File: src/rtl/serial_adder_128.sv
// serial_adder_128: multi-cycle add/subtract unit. Each RUN cycle pushes DIGIT
// bits of both operands through a ripple chain of 1-bit full-adder cells. The
// carry is registered between cycles.
module serial_adder_128 #(
  parameter int WIDTH = 128,
  parameter int DIGIT = 4
) (
  input  logic             Clk,
  input  logic             Reset,
  input  logic             Start,
  input  logic             Sub,
  input  logic [WIDTH-1:0] A,
  input  logic [WIDTH-1:0] B,
  input  logic             Cin,
  output logic             Busy,
  output logic             Done,
  output logic [WIDTH-1:0] Result,
  output logic             Cout,
  output logic             Overflow,
  output logic             Zero
);
  localparam int N  = WIDTH / DIGIT;
  localparam int CW = (N > 1) ? $clog2(N) : 1;
  localparam int AW = WIDTH - DIGIT;  // digits already produced before the last one

  typedef enum logic [1:0] {IDLE, RUN, DONE} state_t;

  state_t           state_q, state_d;
  logic [WIDTH-1:0] a_q, a_d, b_q, b_d;
  logic [AW-1:0]    acc_q, acc_d;
  logic [WIDTH-1:0] result_q, result_d;
  logic             carry_q, carry_d;
  logic             cout_q, cout_d, ovf_q, ovf_d, zero_q, zero_d;
  logic [CW-1:0]    cnt_q, cnt_d;

  // Ripple chain across one digit; c[DIGIT-1] is the carry into the digit's top bit
  logic [DIGIT:0]   c;
  logic [DIGIT-1:0] sum;

  assign c[0] = carry_q;

  for (genvar i = 0; i < DIGIT; i++) begin : g_fa
    full_adder_1bit u_fa (
      .a   (a_q[i]),
      .b   (b_q[i]),
      .cin (c[i]),
      .s   (sum[i]),
      .cout(c[i+1])
    );
  end

  // Next-state, datapath sequencing and completion flags
  always_comb begin
    state_d  = state_q;
    a_d      = a_q;
    b_d      = b_q;
    acc_d    = acc_q;
    carry_d  = carry_q;
    cnt_d    = cnt_q;
    result_d = result_q;
    cout_d   = cout_q;
    ovf_d    = ovf_q;
    zero_d   = zero_q;
    case (state_q)
      IDLE, DONE: begin
        if (Start) begin
          a_d     = A;
          b_d     = Sub ? ~B : B;
          carry_d = Sub | Cin;    // subtract is A + ~B + 1
          acc_d   = '0;
          cnt_d   = '0;
          state_d = RUN;
        end else begin
          state_d = IDLE;
        end
      end
      RUN: begin
        a_d     = a_q >> DIGIT;
        b_d     = b_q >> DIGIT;
        acc_d   = {sum, acc_q[AW-1:DIGIT]};
        carry_d = c[DIGIT];
        cnt_d   = cnt_q + CW'(1);
        if (cnt_q == CW'(N - 1)) begin
          // Last digit holds the MSB, so its internal carries give the flags
          result_d = {sum, acc_q};
          cout_d   = c[DIGIT];
          ovf_d    = c[DIGIT-1] ^ c[DIGIT];
          zero_d   = ({sum, acc_q} == '0);
          state_d  = DONE;
        end
      end
      default: state_d = IDLE;
    endcase
  end

  // State and datapath registers, cleared asynchronously
  always_ff @(posedge Clk or posedge Reset) begin
    if (Reset) begin
      state_q  <= IDLE;
      a_q      <= '0;
      b_q      <= '0;
      acc_q    <= '0;
      carry_q  <= 1'b0;
      cnt_q    <= '0;
      result_q <= '0;
      cout_q   <= 1'b0;
      ovf_q    <= 1'b0;
      zero_q   <= 1'b0;
    end else begin
      state_q  <= state_d;
      a_q      <= a_d;
      b_q      <= b_d;
      acc_q    <= acc_d;
      carry_q  <= carry_d;
      cnt_q    <= cnt_d;
      result_q <= result_d;
      cout_q   <= cout_d;
      ovf_q    <= ovf_d;
      zero_q   <= zero_d;
    end
  end

  assign Busy     = (state_q == RUN);
  assign Done     = (state_q == DONE);
  assign Result   = result_q;
  assign Cout     = cout_q;
  assign Overflow = ovf_q;
  assign Zero     = zero_q;
endmodule

// One-bit full-adder cell used in the digit chain
module full_adder_1bit (
  input  logic a,
  input  logic b,
  input  logic cin,
  output logic s,
  output logic cout
);
  assign s    = a ^ b ^ cin;
  assign cout = (a & b) | (cin & (a ^ b));
endmodule
File: config.mk
export PLATFORM = sky130hd
export DESIGN_NAME = serial_adder_128
export DESIGN_NICKNAME = d
export VERILOG_FILES = /design/src/rtl/serial_adder_128.sv
export SDC_FILE = /design/constraint.sdc
export NUM_CORES = 1
export LEC_CHECK = 0
export BUFFER_PORTS_ARGS = -buffer_cell sky130_fd_sc_hd__buf_2
export CORE_AREA = 2 2 194 196
export CTS_BUF_LIST = sky130_fd_sc_hd__clkbuf_16
export DETAILED_ROUTE_END_ITERATION = 16
export DIE_AREA = 0 0 196 198
export GPL_TIMING_DRIVEN = 0
export PLACE_DENSITY = 0.84
export RECOVER_POWER = 50
export SLEW_MARGIN = 10
export SYNTH_ARGS = -nofsm -noshare
export SYNTH_HDL_FRONTEND = slang
export SYNTH_SLANG_ARGS = --single-unit
File: constraint.sdc
create_clock -name Clk -period 48.2 [get_ports Clk]
set_input_delay 4.82 -clock Clk [delete_from_list [all_inputs] [get_ports Clk]]
set_output_delay 4.82 -clock Clk [all_outputs]
set_load 0.005 [all_outputs]
# --- Yosys cells after proc, flatten, opt, wreduce, memory -nomap -nowiden ---
# Index checks and enable logic that the tools add are counted.
word_totals:
  register_bits: 519
  input_bits: 261
  out_inout_bits: 133
  word_cells: 59
op_classes:
  addsub: 1
  eq_ne: 5
  muxes: 14
  bitwise_logic: 23
  n_reduce_logical: 6
op_table:
  columns: ["op", "n"]
  rows:
  - ["$pmux W128 S2", 2]
  - ["$mux W128", 3]
  - ["$pmux W124 S2", 1]
  - ["$logic_not A128 Y1", 1]
  - ["$not A128 Y128", 1]
  - ["$mux W124", 1]
  - ["$pmux W5 S2", 1]
  - ["$xor A1 B1 Y1", 9]
  - ["$and A1 B1 Y1", 8]
  - ["$add A5 B1 Y5 const B", 1]
  - ["$eq A5 B5 Y1 const B", 1]
  - ["$mux W5", 1]
  - ["$or A1 B1 Y1", 5]
  - ["$pmux W2 S2", 1]
  - ["$reduce_and A2 Y1", 2]
  - ["$eq A2 B1 Y1 const B", 1]
  - ["$eq A2 B2 Y1 const B", 1]
  - ["$logic_not A2 Y1", 1]
  - ["$mux W1", 2]
  - ["$mux W2", 1]
  - ["$ne A2 B1 Y1 const B", 1]
  - ["$ne A2 B2 Y1 const B", 1]
  - ["$pmux W1 S2", 1]
  - ["$reduce_bool A2 Y1", 1]
  - ["$reduce_or A2 Y1", 1]

# --- Longest topological paths before layout ---
depth:
  word_depth: 10
  depth_mapped: 10
  depth_no_buf: 10

# --- Modules after synthesis ---
# From an unflattened synthesis, not the netlist that was laid out.
hier_totals:
  hier_cells: 2024
  hier_area_um2: 21564.4
modules_own_cells:
  columns: ["module", "instances", "cells_each", "area_each_um2", "seq_area_each_um2"]
  rows:
  - ["serial_adder_128", 1, 2020, 21484.4, 12987.5]
  - ["full_adder_1bit", 4, 1, 20.0, 0.0]

# --- Least setup slack after synthesis ---
# OpenSTA, ideal clock, no wires.
synth_path:
  kind: "input -> register"
  from: "input port Sub"
  to: "register b_q[4]"
  setup_ps: 126
  arrival_time_ps: 5797
  required_time_ps: 48074
  slack_ps: 42277
  path_stages: 6
  n_path_buf: 3
  cell_sequence: "clkbuf_1 -> buf_2 -> buf_4 -> xnor2_1 -> nor2_1 -> a221o_1"
synth_between:
  elab_chain_len: 3
synth_lines:
  columns: ["element", "line_no", "source"]
  rows:
  - ["start, declared", "11", "input logic Sub,"]
  - ["$mux W128", "68", "b_d = Sub ? ~B : B;"]
  - ["$mux W128", "66", "if (Start) begin"]
  - ["$pmux W128 S2", "64", "case (state_q)"]
  - ["end signal, assigned", "101", "b_q <= '0;"]
  - ["end signal, assigned", "112", "b_q <= b_d;"]
  - ["end, declared", "29", "logic [WIDTH-1:0] a_q, a_d, b_q, b_d;"]
# No other way between the ends. The select of a mux whose other input is x is not followed.
# A chain may end at the register's enable or synchronous reset.

==> out/summary.json <==
{
  "globalRouteTotalUtil_pct": 29.9,
  "p_leak_uw": 0.0132,
  "timing.critical_path.arrival_ps": 10920,
  "die_h_um": 198,
  "yosys_warnings": 0,
  "io_pins": 394,
  "clk_latency_ps": 600,
  "maximum_buffer_depth_of_the_clock_tree": 3,
  "port_buffers": 392,
  "synth_fp_nets": 2281,
  "via_count_of_the_first_global_routing_pass": 17100,
  "drv_cap": 5,
  "post_layout_nonfiller_instances": 2987,
  "global_route.overflow_total": 0,
  "rsz0062_at_grt": "false",
  "floorplan.rows": 71,
  "syn_avg_cell_area_um2": 10.8,
  "power_density_nw_per_um2": 62.6,
  "fin_worst_skew_ps": 14.7,
  "grt_pass1_wl_um": 91000,
  "clock_root_cell": "sky130_fd_sc_hd__clkbuf_16",
  "viasPerCell": 5.81,
  "report.power.total_uw": 1630,
  "outcome": "finished with violations",
  "critPathRequiredTime_ps": 47420,
  "detail_route.wl_per_cell_um": 19.3,
  "p_int_uw": 1070,
  "route.vias.total": 17300,
  "post_synth_instance_area_um2": 21700,
  "grt_antenna_before_repair": 9,
  "first_pass_iteration_count_of_the_detailed_router": 6,
  "worst_slew_pin_slew_ps": 6050,
  "syn_to_final_growth_pct": 19.8,
  "drt_iter0_markers": 1219,
  "post_route_cells_drive_above_1_share_pct": 23.8,
  "nets": 2731,
  "core_area_um2": 37000,
  "maximum_level_of_the_cts_h_tree": 2,
  "timing.setup.critical_path_class": "in2async",
  "ys_ff_latch": 519,
  "sequential_share_of_the_synthesized_area_pct": 59.9,
  "n_fill_cell": 2720,
  "cts-hold-fix-buffers": 0,
  "postRouteAntennaNets": 0,
  "power_frac_clock_pct": 25.1,
  "violations": "capacitance limit, slew limit",
  "postCtsSetupRepairBufs": 0,
  "final_min_period_over_clock_period_pct": 24.3,
  "initial_core_util_pct": 58.7,
  "switching_share_pct": 34.3,
  "finalSetupViolCount": 0,
  "max_vdd_drop_uv": 33.4,
  "clock_sink_count": 519,
  "power.switching_uw": 558,
  "die-width_um": 196,
  "totalNegativeSetupSlack_ps": 0,
  "maxSlewViolCount": 450,
  "max_freq_ghz": 0.0854,
  "synth.distinct_cells": 33,
  "place.detailed.instances": 2885,
  "postcts_resize_cnt": 0,
  "path_max_fanout": 118,
  "tritoncts": "built",
  "critical_path.endpoint_type": "async pin",
  "postSynthCellCount": 2014,
  "finalHoldViolations": 0,
  "die_area_um2": 38800,
  "max_slew_margin_pct": -304,
  "holdCritPathClass": "reg2reg",
  "seqPwrFrac_pct": 45.0,
  "postRouteWirelength_um": 57500,
  "tritoncts.num_buffers": 51,
  "grt_max_degree": 119,
  "critPathLaunchType": "input port",
  "place.gp.congestion": 0.854,
  "post-route-min-period_ps": 11700,
  "clk_transition_reported_paths_ps": 60,
  "p_comb_share_pct": 29.9,
  "place.detailed.hpwl_um": 40900,
  "drc_violation_count_after_routing": 0
}
==> critical path: stages <==
cell and delay [ps]:
sky130_fd_sc_hd__buf_2 100, sky130_fd_sc_hd__clkinvlp_2 1520, sky130_fd_sc_hd__clkbuf_1 4270
==> power by group through the flow <==
stage	logic [µW]	registers (µW)	clock network (µW)
2_1_floorplan	352	691	0
3_3_place_gp	465	729	0
3_5_place_dp	488	730	0
4_1_cts	491	729	412
5_1_grt	540	750	431
6_report	486	733	409
==> stage by stage <==
| stage | worst slack, ps | instance area [µm²] | hold slack, ps | utilization [%] |
|---|---|---|---|---|
| 6_report | 36500 | 26000 | 471 | 70.3 |
| 5_1_grt | 34770 | 26000 | 480 | 70.3 |
| 4_1_cts | 41170 | 26100 | 474 | 70.6 |
| 3_5_place_dp | 41800 | 24400 | 459 | 66.0 |
| 3_3_place_gp | 24360 | 24200 | 451 | 65.6 |
| 2_1_floorplan | 28880 | 21700 | 437 | - |
==> state kept, by name, indices dropped and copies added (netlist names) <==
register,count
Cout,1
Overflow,1
Result,128
Zero,1
a_q,128
acc_q,124
b_q,128
carry_q,1
cnt_q,5
state_q,2
==> cells in the final DEF (no fill, tap or decap), drive strengths merged, types with 3 or more instances in the layout <==
master | netlist | layout
dfrtp | 519 | 519
diode | 0 | 8
fa | 4 | 4
clkbuf | 19 | 97
nand2 | 617 | 617
a22o | 128 | 128
a221o | 126 | 126
a22oi | 122 | 122
mux2 | 7 | 7
clkinv | 0 | 24
nor3 | 3 | 3
nor4 | 30 | 30
xnor2 | 129 | 129
clkinvlp | 0 | 4
buf | 136 | 508
bufinv | 0 | 7
nand4 | 8 | 8
o21ai | 15 | 15
nor2 | 127 | 127
inv | 9 | 15
==> cells by family after synthesis <==
family / Yosys count / share of synthesized area [%]
simple gates: 797 / 14.5
mux: 7 / 0.363
fa+ha+maj: 6 / 0.484
compound gates: 392 / 15.6
buf+inv: 164 / 4.01
flops: 519 / 59.9
xor+xnor: 129 / 5.21
==> cell usage after synthesis, drive strengths merged <==
master    n  area share [%]
nand2   617              11
dfrtp   519              60
buf     136             3.5
xnor2   129             5.2
a22o    128             5.2
nor2    127             2.2
a221o   126             5.8
a22oi   122             4.2
nor4     30            0.87
clkbuf   19            0.33
o21ai    15            0.35
inv       9            0.17
nand4     8            0.23
mux2      7            0.36
fa        4            0.37
nor3      3           0.069
ha        2            0.12
nand2b    2           0.069
nand3     2           0.046
nor2b     2           0.058
nor4b     2           0.081
a32o      1           0.046
and3      1           0.029
nand3b    1           0.035
nand4b    1           0.040
or4       1           0.035
==> routing by layer <==
metal / global-route usage, % / vias up / share of wire (%)
met4: 13.2 / 4 / 4.3
met2: 48.2 / 701 / 48
li1: - / 7912 / -
met1: 39.8 / 8581 / 41
met3: 6.08 / 151 / 6.7
met5: 0 / - / 0.024
==> final cells by class <==
class / instances / area (µm²) / area share (%)
flip-flops and latches: 519 / 13000 / 50.0
inverters: 9 / 37.5 / 0.144
clock inverters: 41 / 379 / 1.46
diodes: 8 / 20.0 / 0.0770
repair buffers: 397 / 2000 / 7.71
plain buffers: 155 / 810 / 3.12
well taps: 474 / 593 / 2.28
clock buffers: 53 / 1330 / 5.10
multi-input cells: 1331 / 7830 / 30.1
==> path summary, 6_finish.rpt <==
| path | from | endpoint | slack (ps) | cells past startpoint |
|---|---|---|---|---|
| max | Reset | a_q[103] | 36500 | 3 |
| min | Result[62] | Result[62] | 470 | 2 |
| max reg2reg | cnt_q[0] | Result[53] | 45090 | 9 |
| min reg2reg | Result[62] | Result[62] | 470 | 2 |
| max in group Clk | state_q[0] | Busy | 41230 | 5 |
| min in group asynchronous | Reset | b_q[39] | 4980 | 2 |
Power figures use the tool's default switching activity.
